===== config.mk =====
export PLATFORM = sky130hd
export DESIGN_NAME = spi_xfer_sequencer_flat
export DESIGN_NICKNAME = d
export VERILOG_FILES = /design/src/rtl/spi_seq_pkg.sv /design/src/rtl/spi_xfer_sequencer_if.sv /design/src/rtl/spi_seq_rxbuf.sv /design/src/rtl/spi_xfer_sequencer.sv /design/src/flat_wrapper.sv
export SDC_FILE = /design/constraint.sdc
export NUM_CORES = 1
export LEC_CHECK = 0
export CELL_PAD_IN_SITES_DETAIL_PLACEMENT = 1
export CELL_PAD_IN_SITES_GLOBAL_PLACEMENT = 1
export CORE_MARGIN = 3
export CORE_UTILIZATION = 35
export CTS_BUF_LIST = sky130_fd_sc_hd__clkbuf_8
export DETAILED_ROUTE_END_ITERATION = 16
export HOLD_SLACK_MARGIN = 0.06
export PLACE_DENSITY = 0.81
export SLEW_MARGIN = 20
export SYNTH_ARGS = -nofsm -noshare
export SYNTH_HDL_FRONTEND = slang
export SYNTH_SLANG_ARGS = --single-unit

===== constraint.sdc =====
create_clock -name pclk -period 4.4 [get_ports pclk]
set_input_delay 0.88 -clock pclk [delete_from_list [all_inputs] [get_ports pclk]]
set_output_delay 0.88 -clock pclk [all_outputs]
set_load 0.02 [all_outputs]

===== src/rtl/spi_seq_pkg.sv =====
`default_nettype none
// ============================================================================
//  Module      : spi_seq_pkg
//  Description : Shared types and constants for the SPI transfer sequencer.
//                Holds the FSM state encoding and the RX return-buffer depth.
//  Revision    : 1.0 - initial release
// ============================================================================
package spi_seq_pkg;

    // FSM state encoding
    typedef enum logic [1:0] {
        ST_IDLE  = 2'd0,
        ST_RUN   = 2'd1,
        ST_DRAIN = 2'd2,
        ST_DONE  = 2'd3
    } state_t;

    // Depth of the RX return buffer toward the requester
    localparam int c_rxbuf_depth = 2;

endpackage : spi_seq_pkg
`default_nettype wire


===== src/rtl/spi_xfer_sequencer_if.sv =====
`default_nettype none
// ============================================================================
//  Module      : spi_xfer_sequencer_if
//  Description : Bundles the command, requester TX/RX and SPI FIFO handshake
//                signals of the transfer sequencer.
//                slave  : sequencer view (drives ready/strobes/RX data)
//                master : environment view (requester + FIFOs)
//  Ports       : cmd_*        command handshake and length/mode
//                tx_data_*    requester TX stream
//                rx_data_*    requester RX stream
//                tx_fifo_*    SPI core TX FIFO write side
//                rx_fifo_*    SPI core RX FIFO read side
//  Revision    : 1.0 - initial release
// ============================================================================
interface spi_xfer_sequencer_if #(
    parameter int CFG_FRAME_SIZE = 4,
    parameter int LEN_W          = 8
);
    logic                      cmd_valid;
    logic                      cmd_ready;
    logic [LEN_W-1:0]          cmd_len;
    logic                      cmd_rx_en;

    logic                      tx_data_valid;
    logic                      tx_data_ready;
    logic [CFG_FRAME_SIZE-1:0] tx_data;

    logic                      rx_data_valid;
    logic                      rx_data_ready;
    logic [CFG_FRAME_SIZE-1:0] rx_data;

    logic                      tx_fifo_full;
    logic                      tx_fifo_write;
    logic                      tx_fifo_last;
    logic [CFG_FRAME_SIZE-1:0] tx_fifo_data;

    logic                      rx_fifo_empty;
    logic                      rx_fifo_read;
    logic [CFG_FRAME_SIZE-1:0] rx_fifo_data;

    modport slave (
        input  cmd_valid, cmd_len, cmd_rx_en,
        input  tx_data_valid, tx_data,
        input  rx_data_ready,
        input  tx_fifo_full, rx_fifo_empty, rx_fifo_data,
        output cmd_ready, tx_data_ready, rx_data_valid, rx_data,
        output tx_fifo_write, tx_fifo_last, tx_fifo_data, rx_fifo_read
    );

    modport master (
        output cmd_valid, cmd_len, cmd_rx_en,
        output tx_data_valid, tx_data,
        output rx_data_ready,
        output tx_fifo_full, rx_fifo_empty, rx_fifo_data,
        input  cmd_ready, tx_data_ready, rx_data_valid, rx_data,
        input  tx_fifo_write, tx_fifo_last, tx_fifo_data, rx_fifo_read
    );

endinterface : spi_xfer_sequencer_if
`default_nettype wire


===== src/rtl/spi_seq_rxbuf.sv =====
`default_nettype none
// ============================================================================
//  Module      : spi_seq_rxbuf
//  Description : 2-entry synchronous FIFO returning RX frames to the
//                requester. Push and pop may occur in the same cycle.
//  Ports       : pclk, sreset         clock / synchronous active-high reset
//                push, push_data      write side
//                pop                  read side (ignored when empty)
//                valid, head, count   status and head-of-queue data
//  Revision    : 1.0 - initial release
// ============================================================================
module spi_seq_rxbuf
    import spi_seq_pkg::*;
#(
    parameter int WIDTH = 4
) (
    input  wire logic             pclk,
    input  wire logic             sreset,
    input  wire logic             push,
    input  wire logic [WIDTH-1:0] push_data,
    input  wire logic             pop,
    output logic                  valid,
    output logic [WIDTH-1:0]      head,
    output logic [1:0]            count
);

    logic [WIDTH-1:0] r_mem [c_rxbuf_depth];
    logic             r_wr_ptr;
    logic             r_rd_ptr;
    logic [1:0]       r_count;
    logic             w_pop;
    logic             w_push;

    assign w_pop  = pop && (r_count != 2'd0);
    // A full buffer still accepts a push when the head leaves in the same cycle
    assign w_push = push && ((r_count < 2'(c_rxbuf_depth)) || w_pop);

    always_ff @(posedge pclk) begin
        if (w_push) begin
            r_mem[r_wr_ptr] <= push_data;
        end
    end

    always_ff @(posedge pclk) begin
        if (sreset) begin
            r_wr_ptr <= 1'b0;
            r_rd_ptr <= 1'b0;
            r_count  <= 2'd0;
        end else begin
            if (w_push) begin
                r_wr_ptr <= ~r_wr_ptr;
            end
            if (w_pop) begin
                r_rd_ptr <= ~r_rd_ptr;
            end
            r_count <= r_count + 2'(w_push) - 2'(w_pop);
        end
    end

    assign valid = (r_count != 2'd0);
    assign head  = r_mem[r_rd_ptr];
    assign count = r_count;

endmodule : spi_seq_rxbuf
`default_nettype wire


===== src/rtl/spi_xfer_sequencer.sv =====
`default_nettype none
// ============================================================================
//  Module      : spi_xfer_sequencer
//  Description : Sequences one multi-frame SPI master transfer. Streams
//                requester TX frames into the core TX FIFO (flagging the last
//                frame) while reading the RX FIFO back into a 2-entry return
//                buffer, or discarding RX frames when RX is disabled.
//  Ports       : pclk, sreset   clock / synchronous active-high reset
//                cfg_master     core is master; gates command acceptance/TX
//                abort          stop issuing TX frames
//                bus            command / requester / FIFO handshakes
//                busy           transfer in progress
//                done           one-cycle completion pulse
//                aborted        last transfer was aborted (held)
//  Revision    : 1.0 - initial release
// ============================================================================
module spi_xfer_sequencer
    import spi_seq_pkg::*;
#(
    parameter int CFG_FRAME_SIZE = 4,
    parameter int LEN_W          = 8
) (
    input  wire logic            pclk,
    input  wire logic            sreset,
    input  wire logic            cfg_master,
    input  wire logic            abort,
    spi_xfer_sequencer_if.slave  bus,
    output logic                 busy,
    output logic                 done,
    output logic                 aborted
);

    localparam logic [LEN_W:0] c_rem_one = {{LEN_W{1'b0}}, 1'b1};

    state_t                    r_state;
    state_t                    w_state_next;
    logic [LEN_W:0]            r_tx_rem;
    logic [LEN_W:0]            r_rx_rem;
    logic [LEN_W:0]            w_rx_rem_after_rd;
    logic                      r_rx_en;
    logic                      r_inflight;
    logic                      r_aborted;

    logic                      w_cmd_ready;
    logic                      w_accept;
    logic                      w_wr;
    logic                      w_stop;
    logic                      w_rd;
    logic                      w_rx_active;
    logic                      w_pop;
    logic                      w_push;
    logic [1:0]                w_occ_eff;

    logic                      w_buf_valid;
    logic [1:0]                w_buf_count;
    logic [CFG_FRAME_SIZE-1:0] w_buf_head;

    // ------------------------------------------------------------------
    // Command / TX path
    // ------------------------------------------------------------------
    assign w_cmd_ready = (r_state == ST_IDLE) && cfg_master;
    assign w_accept    = w_cmd_ready && bus.cmd_valid;

    assign w_wr = (r_state == ST_RUN) && (r_tx_rem != '0) && bus.tx_data_valid
               && !bus.tx_fifo_full && !abort && cfg_master;

    // Abort or loss of master mode ends TX issue; w_wr is already blocked
    assign w_stop = (r_state == ST_RUN) && (abort || !cfg_master);

    assign bus.cmd_ready     = w_cmd_ready;
    assign bus.tx_fifo_write = w_wr;
    assign bus.tx_data_ready = w_wr;
    assign bus.tx_fifo_data  = bus.tx_data;
    assign bus.tx_fifo_last  = w_wr && (r_tx_rem == c_rem_one);

    // ------------------------------------------------------------------
    // RX path: a frame read now lands in the buffer next cycle, so the
    // in-flight frame reserves a slot; a slot popped this cycle is free.
    // ------------------------------------------------------------------
    assign w_rx_active = (r_state == ST_RUN) || (r_state == ST_DRAIN);
    assign w_pop       = w_buf_valid && bus.rx_data_ready;
    assign w_occ_eff   = w_buf_count - 2'(w_pop);
    assign w_rd        = w_rx_active && (r_rx_rem != '0) && !bus.rx_fifo_empty
                      && ((w_occ_eff + 2'(r_inflight)) < 2'(c_rxbuf_depth));
    assign w_push      = r_inflight && r_rx_en;

    assign w_rx_rem_after_rd = r_rx_rem - {{LEN_W{1'b0}}, w_rd};

    assign bus.rx_fifo_read  = w_rd;
    assign bus.rx_data_valid = w_buf_valid;
    assign bus.rx_data       = w_buf_head;

    spi_seq_rxbuf #(
        .WIDTH (CFG_FRAME_SIZE)
    ) u_rxbuf (
        .pclk      (pclk),
        .sreset    (sreset),
        .push      (w_push),
        .push_data (bus.rx_fifo_data),
        .pop       (w_pop),
        .valid     (w_buf_valid),
        .head      (w_buf_head),
        .count     (w_buf_count)
    );

    // ------------------------------------------------------------------
    // Counters and transfer attributes
    // ------------------------------------------------------------------
    always_ff @(posedge pclk) begin
        if (sreset) begin
            r_tx_rem   <= '0;
            r_rx_rem   <= '0;
            r_rx_en    <= 1'b0;
            r_inflight <= 1'b0;
            r_aborted  <= 1'b0;
        end else begin
            r_inflight <= w_rd;
            if (w_accept) begin
                r_tx_rem  <= {1'b0, bus.cmd_len} + c_rem_one;
                r_rx_rem  <= {1'b0, bus.cmd_len} + c_rem_one;
                r_rx_en   <= bus.cmd_rx_en;
                r_aborted <= 1'b0;
            end else if (w_stop) begin
                // Only frames already written to the TX FIFO come back
                r_aborted <= 1'b1;
                r_rx_rem  <= (w_rx_rem_after_rd > r_tx_rem)
                           ? (w_rx_rem_after_rd - r_tx_rem) : '0;
            end else begin
                if (w_wr) begin
                    r_tx_rem <= r_tx_rem - c_rem_one;
                end
                r_rx_rem <= w_rx_rem_after_rd;
            end
        end
    end

    // ------------------------------------------------------------------
    // FSM
    // ------------------------------------------------------------------
    always_ff @(posedge pclk) begin
        if (sreset) begin
            r_state <= ST_IDLE;
        end else begin
            r_state <= w_state_next;
        end
    end

    always_comb begin
        w_state_next = r_state;
        busy         = 1'b1;
        done         = 1'b0;
        unique case (r_state)
            ST_IDLE: begin
                busy = 1'b0;
                if (w_accept) begin
                    w_state_next = ST_RUN;
                end
            end
            ST_RUN: begin
                if (w_stop) begin
                    w_state_next = ST_DRAIN;
                end else if ((r_tx_rem == '0) || (w_wr && (r_tx_rem == c_rem_one))) begin
                    w_state_next = ST_DRAIN;
                end
            end
            ST_DRAIN: begin
                if ((r_rx_rem == '0) && !r_inflight && !w_buf_valid) begin
                    w_state_next = ST_DONE;
                end
            end
            ST_DONE: begin
                done         = 1'b1;
                w_state_next = ST_IDLE;
            end
            default: begin
                w_state_next = ST_IDLE;
            end
        endcase
    end

    assign aborted = r_aborted;

endmodule : spi_xfer_sequencer
`default_nettype wire


===== src/flat_wrapper.sv =====
// flat-port wrapper written by rule: the top's interface ports become plain ports
module spi_xfer_sequencer_flat import spi_seq_pkg::*;
#(
    parameter int CFG_FRAME_SIZE = 4,
    parameter int LEN_W          = 8
)
  (pclk, sreset, cfg_master, abort, busy, done, aborted, bus_cmd_valid, bus_cmd_len, bus_cmd_rx_en, bus_tx_data_valid, bus_tx_data, bus_rx_data_ready, bus_tx_fifo_full, bus_rx_fifo_empty, bus_rx_fifo_data, bus_cmd_ready, bus_tx_data_ready, bus_rx_data_valid, bus_rx_data, bus_tx_fifo_write, bus_tx_fifo_last, bus_tx_fifo_data, bus_rx_fifo_read);
  spi_xfer_sequencer_if #(.CFG_FRAME_SIZE(CFG_FRAME_SIZE), .LEN_W(LEN_W)) bus_i ();
  input  wire logic pclk;
  input  wire logic sreset;
  input  wire logic cfg_master;
  input  wire logic abort;
  output logic busy;
  output logic done;
  output logic aborted;
  input wire logic [$bits(bus_i.cmd_valid)-1:0] bus_cmd_valid;
  input wire logic [$bits(bus_i.cmd_len)-1:0] bus_cmd_len;
  input wire logic [$bits(bus_i.cmd_rx_en)-1:0] bus_cmd_rx_en;
  input wire logic [$bits(bus_i.tx_data_valid)-1:0] bus_tx_data_valid;
  input wire logic [$bits(bus_i.tx_data)-1:0] bus_tx_data;
  input wire logic [$bits(bus_i.rx_data_ready)-1:0] bus_rx_data_ready;
  input wire logic [$bits(bus_i.tx_fifo_full)-1:0] bus_tx_fifo_full;
  input wire logic [$bits(bus_i.rx_fifo_empty)-1:0] bus_rx_fifo_empty;
  input wire logic [$bits(bus_i.rx_fifo_data)-1:0] bus_rx_fifo_data;
  output wire logic [$bits(bus_i.cmd_ready)-1:0] bus_cmd_ready;
  output wire logic [$bits(bus_i.tx_data_ready)-1:0] bus_tx_data_ready;
  output wire logic [$bits(bus_i.rx_data_valid)-1:0] bus_rx_data_valid;
  output wire logic [$bits(bus_i.rx_data)-1:0] bus_rx_data;
  output wire logic [$bits(bus_i.tx_fifo_write)-1:0] bus_tx_fifo_write;
  output wire logic [$bits(bus_i.tx_fifo_last)-1:0] bus_tx_fifo_last;
  output wire logic [$bits(bus_i.tx_fifo_data)-1:0] bus_tx_fifo_data;
  output wire logic [$bits(bus_i.rx_fifo_read)-1:0] bus_rx_fifo_read;
  assign bus_i.cmd_valid = bus_cmd_valid;
  assign bus_i.cmd_len = bus_cmd_len;
  assign bus_i.cmd_rx_en = bus_cmd_rx_en;
  assign bus_i.tx_data_valid = bus_tx_data_valid;
  assign bus_i.tx_data = bus_tx_data;
  assign bus_i.rx_data_ready = bus_rx_data_ready;
  assign bus_i.tx_fifo_full = bus_tx_fifo_full;
  assign bus_i.rx_fifo_empty = bus_rx_fifo_empty;
  assign bus_i.rx_fifo_data = bus_rx_fifo_data;
  assign bus_cmd_ready = bus_i.cmd_ready;
  assign bus_tx_data_ready = bus_i.tx_data_ready;
  assign bus_rx_data_valid = bus_i.rx_data_valid;
  assign bus_rx_data = bus_i.rx_data;
  assign bus_tx_fifo_write = bus_i.tx_fifo_write;
  assign bus_tx_fifo_last = bus_i.tx_fifo_last;
  assign bus_tx_fifo_data = bus_i.tx_fifo_data;
  assign bus_rx_fifo_read = bus_i.rx_fifo_read;
  spi_xfer_sequencer #(.CFG_FRAME_SIZE(CFG_FRAME_SIZE), .LEN_W(LEN_W)) u_core (.pclk(pclk), .sreset(sreset), .cfg_master(cfg_master), .abort(abort), .bus(bus_i), .busy(busy), .done(done), .aborted(aborted));
endmodule

==> results of run 1 <==
[synthesized netlist by cell type, types with 2 or more instances]
cell	instances	area (µm²)
a211oi_1	5	37.54
a21boi_0	3	22.52
a21o_1	3	22.52
a21oi_1	18	90.09
and2_1	6	37.54
and3_1	4	25.02
and4_1	2	17.52
buf_4	5	37.54
clkbuf_1	6	22.52
dfxtp_1	28	560.5
edfxtp_1	8	240.2
ha_1	22	275.3
inv_1	18	67.56
mux2_2	4	45.04
nand2_1	13	48.80
nand2b_1	5	31.28
nand3_1	7	35.03
nand3b_1	3	22.52
nand4_1	2	12.51
nor2_1	23	86.33
nor2b_1	8	50.05
nor3_1	6	30.03
nor4_1	2	12.51
o211ai_1	3	22.52
o21ai_0	9	45.04
o22ai_1	2	12.51
o31ai_1	2	15.01
or2_2	2	12.51
or3_1	2	12.51
xnor2_1	23	201.4
xor2_1	9	78.83
[kinds of logic (layout without fill, tap and decap cells)]
logic type,count (synthesis),in the layout,share of synthesized area
AOI/OAI and AO/OA,58,58,0.1651
xor gates and xnor gates,32,32,0.1135
adders and majority gates,23,23,0.1196
buffers and inverters,29,83,0.05167
DFF,36,36,0.3242
muxes,4,4,0.01824
and+or+nand+nor,93,93,0.2077
[metal layers]
metal / routed length (µm) / up-vias / share of wire / track usage
li1: - / 1074 / - / -
met1: 3321 / 1116 / 0.44 / 0.2219
met2: 3911 / 44 / 0.52 / 0.3236
met3: 254 / 10 / 0.034 / 0.03506
met4: 93 / 0 / 0.012 / 0.04719
met5: 0 / - / 0 / 0
[state kept, by name, summed over array words and instances, names as in the netlist, named ones only]
signal                   cells
u_core.r_state               2
u_core.r_inflight            1
u_core.u_rxbuf.r_mem         8
u_core.r_rx_rem              9
u_core.u_rxbuf.count         2
u_core.u_rxbuf.r_rd_ptr      1
u_core.r_rx_en               1
u_core.r_tx_rem              9
u_core.aborted               1
u_core.u_rxbuf.r_wr_ptr      1
[path summary, 6_finish.rpt]
check	start	end
min reg2reg	u_core.r_rx_en$_SDFFE_PP0P_	u_core.r_rx_en$_SDFFE_PP0P_
max	u_core.u_rxbuf.count[1]$_SDFF_PP0_	u_core.r_rx_rem[7]$_SDFF_PP0_
min	u_core.r_rx_en$_SDFFE_PP0P_	u_core.r_rx_en$_SDFFE_PP0P_
max reg2reg	u_core.u_rxbuf.count[1]$_SDFF_PP0_	u_core.r_rx_rem[7]$_SDFF_PP0_
[where the power goes]
group          internal, mW  total, mW  leakage (nW)  switching (mW)
Combinational         0.820       1.64         0.952           0.821
Sequential            0.408      0.492         0.301          0.0845
Clock                 0.168      0.297        0.0541           0.129
[worst max-delay path, cell delays in order, from the launching register on]
cell and delay [ps]:
dfxtp_1 350, or2_2 350, and2_4 180, ha_2 290, nor2b_4 130, xnor2_2 130, and4b_1 270, ha_2 200
nor4b_4 200, buf_4 190, nand2_4 70, xnor2_4 170, ha_4 290, and4_4 210, a21boi_2 160, o21ai_1 80
buf_4 180, or3_4 340, o22ai_1 140
[final cells by class]
class / instances / area (µm²) / area share
Sequential cell: 36 / 800.8 / 0.2391
Clock buffer: 5 / 68.82 / 0.02055
Inverter: 18 / 67.56 / 0.02017
Clock inverter: 3 / 42.54 / 0.01270
Timing Repair Buffer: 57 / 515.5 / 0.1539
Tap cell: 93 / 116.4 / 0.03474
Multi-Input combinational cell: 210 / 1738 / 0.5189
[through the flow]
stage	setup TNS (ps)	utilization	total power, mW	hold slack, ps	setup WS, ps
after floorplan	0	-	1.375	436.6	124.7
after global placement	-1202	0.4579	1.809	455.3	-190.8
after detailed placement	-2447	0.4579	1.861	477.1	-360.4
after CTS	0	0.4801	2.204	487.6	29.13
after global routing	0	0.5072	2.614	517.4	199.5
final	0	0.5072	2.431	480.5	369.7
[repair_timing]
action	in CTS	in global routing
setup endpoints to repair	8	9
buffers inserted	0	2
resized for setup	4	35
pin swaps	1	8
==> key figures, run 1 <==
Cells and area
  – Layout cell share with drive strength beyond 1: 0.2249
  – Fin area: approximately 3300 µm²
  – Diode count: 0
  – Area grow syn2layout: 35.61%
  – Most common cell after layout, fill and taps aside: clkdlybuf4s50_1
  – Filler cells: 770
  – Commonest cells after routing, fill and taps aside: clkdlybuf4s50_1, dfxtp_1, nor2_1, buf_4
  – Final non-filler cell total: 422
  – Fin nets: approximately 380

Timing
  – Max Slew Vio Count: 0
  – Worst-margin pin slew: 1167 ps
  – RSZ-0062 raised after global routing: no
  – Final Critical Period: 4030 ps
  – Worst slew margin: 0.2194
  – Setup Viol. Count Final: 0
  – Fmax: ~250 MHz
  – Final hold violations: 0
  – Fin Clk Skew: 5.770 ps
  – Tcrit/Tclk final: 0.9160

Route
  – Post-route ant nets: 0
  – Vias: 2244
  – DRC: 0
  – Vias/cell: 5.318
  – Routed WL per cell: 17.96 µm
  – Detailed Routing Iterations Pass 1: 4
  – Number of DRC markers in iteration 0: 66
  – Routed wire length: 7581 µm

Setup path
  – CP Max Fanout: 8
  – Worst EP required: 4600 ps
  – Crit path kind: flop to flop
  – Setup crit start kind: flop
  – Reg2Reg Setup Slack: roughly 370 ps
  – Crit path DAT: between 4000 and 5000 ps
  – Critical path endpoint category: flop
  – Worst Reg-to-Reg Cells: 18

Place
  – Placer congestion estimate: 0.8684
  – IO buf count: 34
  – Placed cell area: roughly 3000 µm²
  – Placed cell count: 412
  – Hpwl dp: 5482 µm

Global route
  – First-pass GRT wire length: 12010 µm
  – Global route overflow: 0
  – GRT Total Usage: 0.1811
  – Vias in the first global route: 2429
  – Pin count of the biggest net entering global routing: 28
  – Initial antenna violation count: 0

Power
  – P per Cell Area: around 730 nW/µm²
  – Worst vdd ir: 0.0002461 V
  – Leakage power: between 1 and 1.5 nW

Clocking
  – Cts hold-fix bufs: 0
  – Clk buf depth: 2
  – Clock-pin slew on the worst setup and hold paths: 80 ps
  – CTS buffer count: 5
  – Clock Latency Late Sink: between 200 and 300 ps
  – CTS H-tree lvls: 2
  – Clk root buf: clkbuf_8
  – Sink Count: 36
  – CTS tree: yes

Run
  – Max cap viols: 0

Hold path
  – Worst hold path class: flop to flop
  – Hold Crit Depth: 2

Die
  – CORE AREA: 6604 µm²
  – Initial core utilization: 0.3740
  – Chip width: about 90 µm
  – Die Span Y: 90.01 µm
  – Row cnt: 29
  – Area of the die: between 8000 and 9000 µm²
  – IO Count: 43

Logic synthesis
  – YS warnings: 0
  – Async S/R FF share, synth: 0
  – Gate count of the mapped netlist: between 200 and 300
  – Synthesized Nets: 324
  – Avg Inst Size Synth: 8.981 µm²
  – Post-synthesis cell type count: 53
  – Mapped Area: 2470 µm²
  – Post-synthesis register bit count: 36
  – Post-synth EDFFs: 8
  – Sequential element share of the synthesized area: 0.3242
  – Top FF cell, synth: dfxtp_1

Outcome
  – Status: complete, no violations
Power figures use the tool's default switching activity.
==> inputs of run 2 (changes only) <==
==> constraint.sdc (replaced) <==
create_clock -name pclk -period 4 [get_ports pclk]
set_input_delay 0.8 -clock pclk [delete_from_list [all_inputs] [get_ports pclk]]
set_output_delay 0.8 -clock pclk [all_outputs]
set_load 0.02 [all_outputs]
==> run 2 against run 1 <==
  * The run now ends with negative setup slack left
  * Clock-buffer cell count unchanged
  * Sequential share of layout area decreased by 0.42 points
  * First-iteration DRC count increased by 30%
  * Final area increased by 1.8%
  * Die area unchanged
  * Routed wire length increased by 9.5%
  * Highest routed layer unchanged
  * Core utilization increased by 0.91 points
  * Hold slack got worse by 9.7 ps
  * Register-to-register slack got worse by 350 ps
  * Largest cell class unchanged
  * Via count increased by 3.6%
  * Sequential cell count unchanged
==> key figures, run 2 (synthesis results as in run 1) <==
Outcome
  – Status: finished, violations left
  – Failing checks: negative setup slack

Setup path
  – Worst EP required: 4210 ps
  – CP Max Fanout: 8
  – Crit path DAT: about 4300 ps
  – Setup crit start kind: input pin
  – Critical path endpoint category: flop
  – Crit path kind: input pin to flop

Clocking
  – Cts hold-fix bufs: 0
  – Clock Latency Late Sink: 300 ps
  – Clock-pin slew on the worst setup and hold paths: 80 ps
  – Clk root buf: clkbuf_8
  – Sink Count: 36
  – CTS tree: yes
  – CTS H-tree lvls: 2
  – CTS buffer count: 5
  – Clk buf depth: 2

Die
  – Die Span Y: approximately 90 µm
  – IO Count: 43
  – Row cnt: 29
  – Area of the die: around 8000 µm²
  – Chip width: around 90 µm
  – CORE AREA: 6604 µm²
  – Initial core utilization: 0.3740

Route
  – DRC: 0
  – Post-route ant nets: 0
  – Number of DRC markers in iteration 0: 86
  – Routed WL per cell: 19.26 µm
  – Routed wire length: 8303 µm
  – Vias/cell: 5.394
  – Detailed Routing Iterations Pass 1: 4
  – Vias: 2325

Cells and area
  – Layout cell share with drive strength beyond 1: 0.2426
  – Commonest cells after routing, fill and taps aside: clkdlybuf4s50_1, buf_4, dfxtp_1
  – Largest regs: u_core.r_rx_rem x9, u_core.r_tx_rem x9, u_core.u_rxbuf.r_mem x8
  – Diode count: 0
  – Filler cells: between 700 and 800
  – Area grow syn2layout: 38.04%
  – Final non-filler cell total: 431
  – Most common cell after layout, fill and taps aside: clkdlybuf4s50_1
  – Fin nets: 386

Timing
  – Worst slew margin: 0.4538
  – Fin Clk Skew: roughly 6.2 ps
  – Worst-margin pin slew: roughly 820 ps
  – Final Critical Period: 4068 ps
  – Max Slew Vio Count: 0
  – Tcrit/Tclk final: 1.017
  – Fmax: 245.8 MHz
  – Final worst slack: -68.47 ps
  – Setup Viol. Count Final: 8
  – Final hold violations: 0

Power
  – Clock power share: 0.094
  – Seq pwr share: 0.187
  – P_int: 1.587 mW
  – P per Cell Area: approximately 840 nW/µm²
  – Comb pwr share: 0.719
  – Net Sw Power: roughly 1.3 mW
  – Leakage power: between 1 and 1.5 nW
  – Switch share: 0.4452
  – Worst vdd ir: ~0.00031 V

Place
  – Hpwl dp: 5846 µm
  – Placer congestion estimate: 0.9246
  – Placed cell count: 414
  – IO buf count: 34
  – Place WS: -608.0 ps

Run
  – Max cap viols: 0

Hold path
  – Worst hold path class: flop to flop

Global route
  – GRT Total Usage: 0.1955
  – First-pass GRT wire length: 12740 µm
  – Pin count of the biggest net entering global routing: 19
  – Vias in the first global route: 2548
  – Initial antenna violation count: 0
  – Global route overflow: 0
-- run 2: changes by cell type in the layout (fill, tap and decap cells not counted), moves of 2 or more --
cell     before  now
buf_4        23   30
buf_6         0    2
ha_2          2    0
ha_4          2    5
nor2b_1       5    7
nor2b_4       2    0
o21ai_1       2    4
xor2_1        7    9
xor2_2        2    0
-- run 2: power by group through the flow --
stage	clock network [mW]	logic [mW]	registers (mW)
final	0.268	2.06	0.535
after global routing	0.283	2.19	0.548
after CTS	0.268	1.79	0.532
after detailed placement	0	1.55	0.534
after global placement	0	1.48	0.528
after floorplan	0	1.00	0.513
-- run 2: layout make-up --
cell class | instances | area, µm² | share of cell area
tap | 93 | 116.4 | 0.03413
clock buffer | 5 | 68.82 | 0.02018
clock inverter | 3 | 18.77 | 0.005505
timing repair buffer | 66 | 586.8 | 0.1721
multi-input combinational | 210 | 1750 | 0.5134
inverter | 18 | 67.56 | 0.01982
sequential | 36 | 800.8 | 0.2349
-- run 2: what timing repair did --
item	CTS	global route
resized for setup	21	19
buffers inserted	8	1
endpoints found under the setup margin	9	9
hold endpoints to repair	0	0
pin swaps	14	9
-- run 2: final timing paths --
kind,from,slack [ps],cells past startpoint,end
max,bus_rx_data_ready,-70,18,u_core.r_rx_rem[8]$_SDFF_PP0_
min,u_core.r_rx_en$_SDFFE_PP0P_,470,2,u_core.r_rx_en$_SDFFE_PP0P_
max reg2reg,u_core.u_rxbuf.count[0]$_SDFF_PP0_,20,18,u_core.r_rx_rem[8]$_SDFF_PP0_
min reg2reg,u_core.r_rx_en$_SDFFE_PP0P_,470,2,u_core.r_rx_en$_SDFFE_PP0P_
-- run 2: metrics by stage --
step                      setup TNS [ps]  hold WS [ps]  instance area, µm²    util  total power, mW
after floorplan                        0         436.6                2477       -            1.516
after global placement             -3607         454.8                3047  0.4613            2.013
after detailed placement           -4869         458.7                3047  0.4613            2.084
after CTS                              0         470.1                3292  0.4985            2.592
after global routing               -1126         518.9                3410  0.5163            3.019
final                             -182.7         470.7                3410  0.5163            2.860
-- run 2: critical path, stage by stage --
cell and delay (ps):
dlygate4sd2_1 240, and2_4 150, ha_4 160, xor2_1 170, xnor2_1 130, and4b_2 270, ha_4 150, nor4b_4 270
nand2_1 140, xnor2_2 180, ha_4 300, buf_4 110, a21oi_1 90, o21ai_0 280, o21ai_1 130, buf_4 190
or3_4 360, o22ai_2 130
-- run 2: layer usage --
layer	wire length (µm)	GRT usage	up-vias
met5	0	0	-
met4	253	0.07270	0
met3	286	0.03756	25
met2	4314	0.3597	69
met1	3448	0.2222	1141
li1	-	-	1090
==> inputs of run 3 (changes only) <==
--- a/config.mk
+++ b/config.mk
@@ -9,7 +9,6 @@
 export CELL_PAD_IN_SITES_GLOBAL_PLACEMENT = 1
 export CORE_MARGIN = 3
 export CORE_UTILIZATION = 35
-export CTS_BUF_LIST = sky130_fd_sc_hd__clkbuf_8
 export DETAILED_ROUTE_END_ITERATION = 16
 export HOLD_SLACK_MARGIN = 0.06
 export PLACE_DENSITY = 0.81
==> results of run 3 <==
The final DEF is identical to that of run 2; final timing and power are the same.
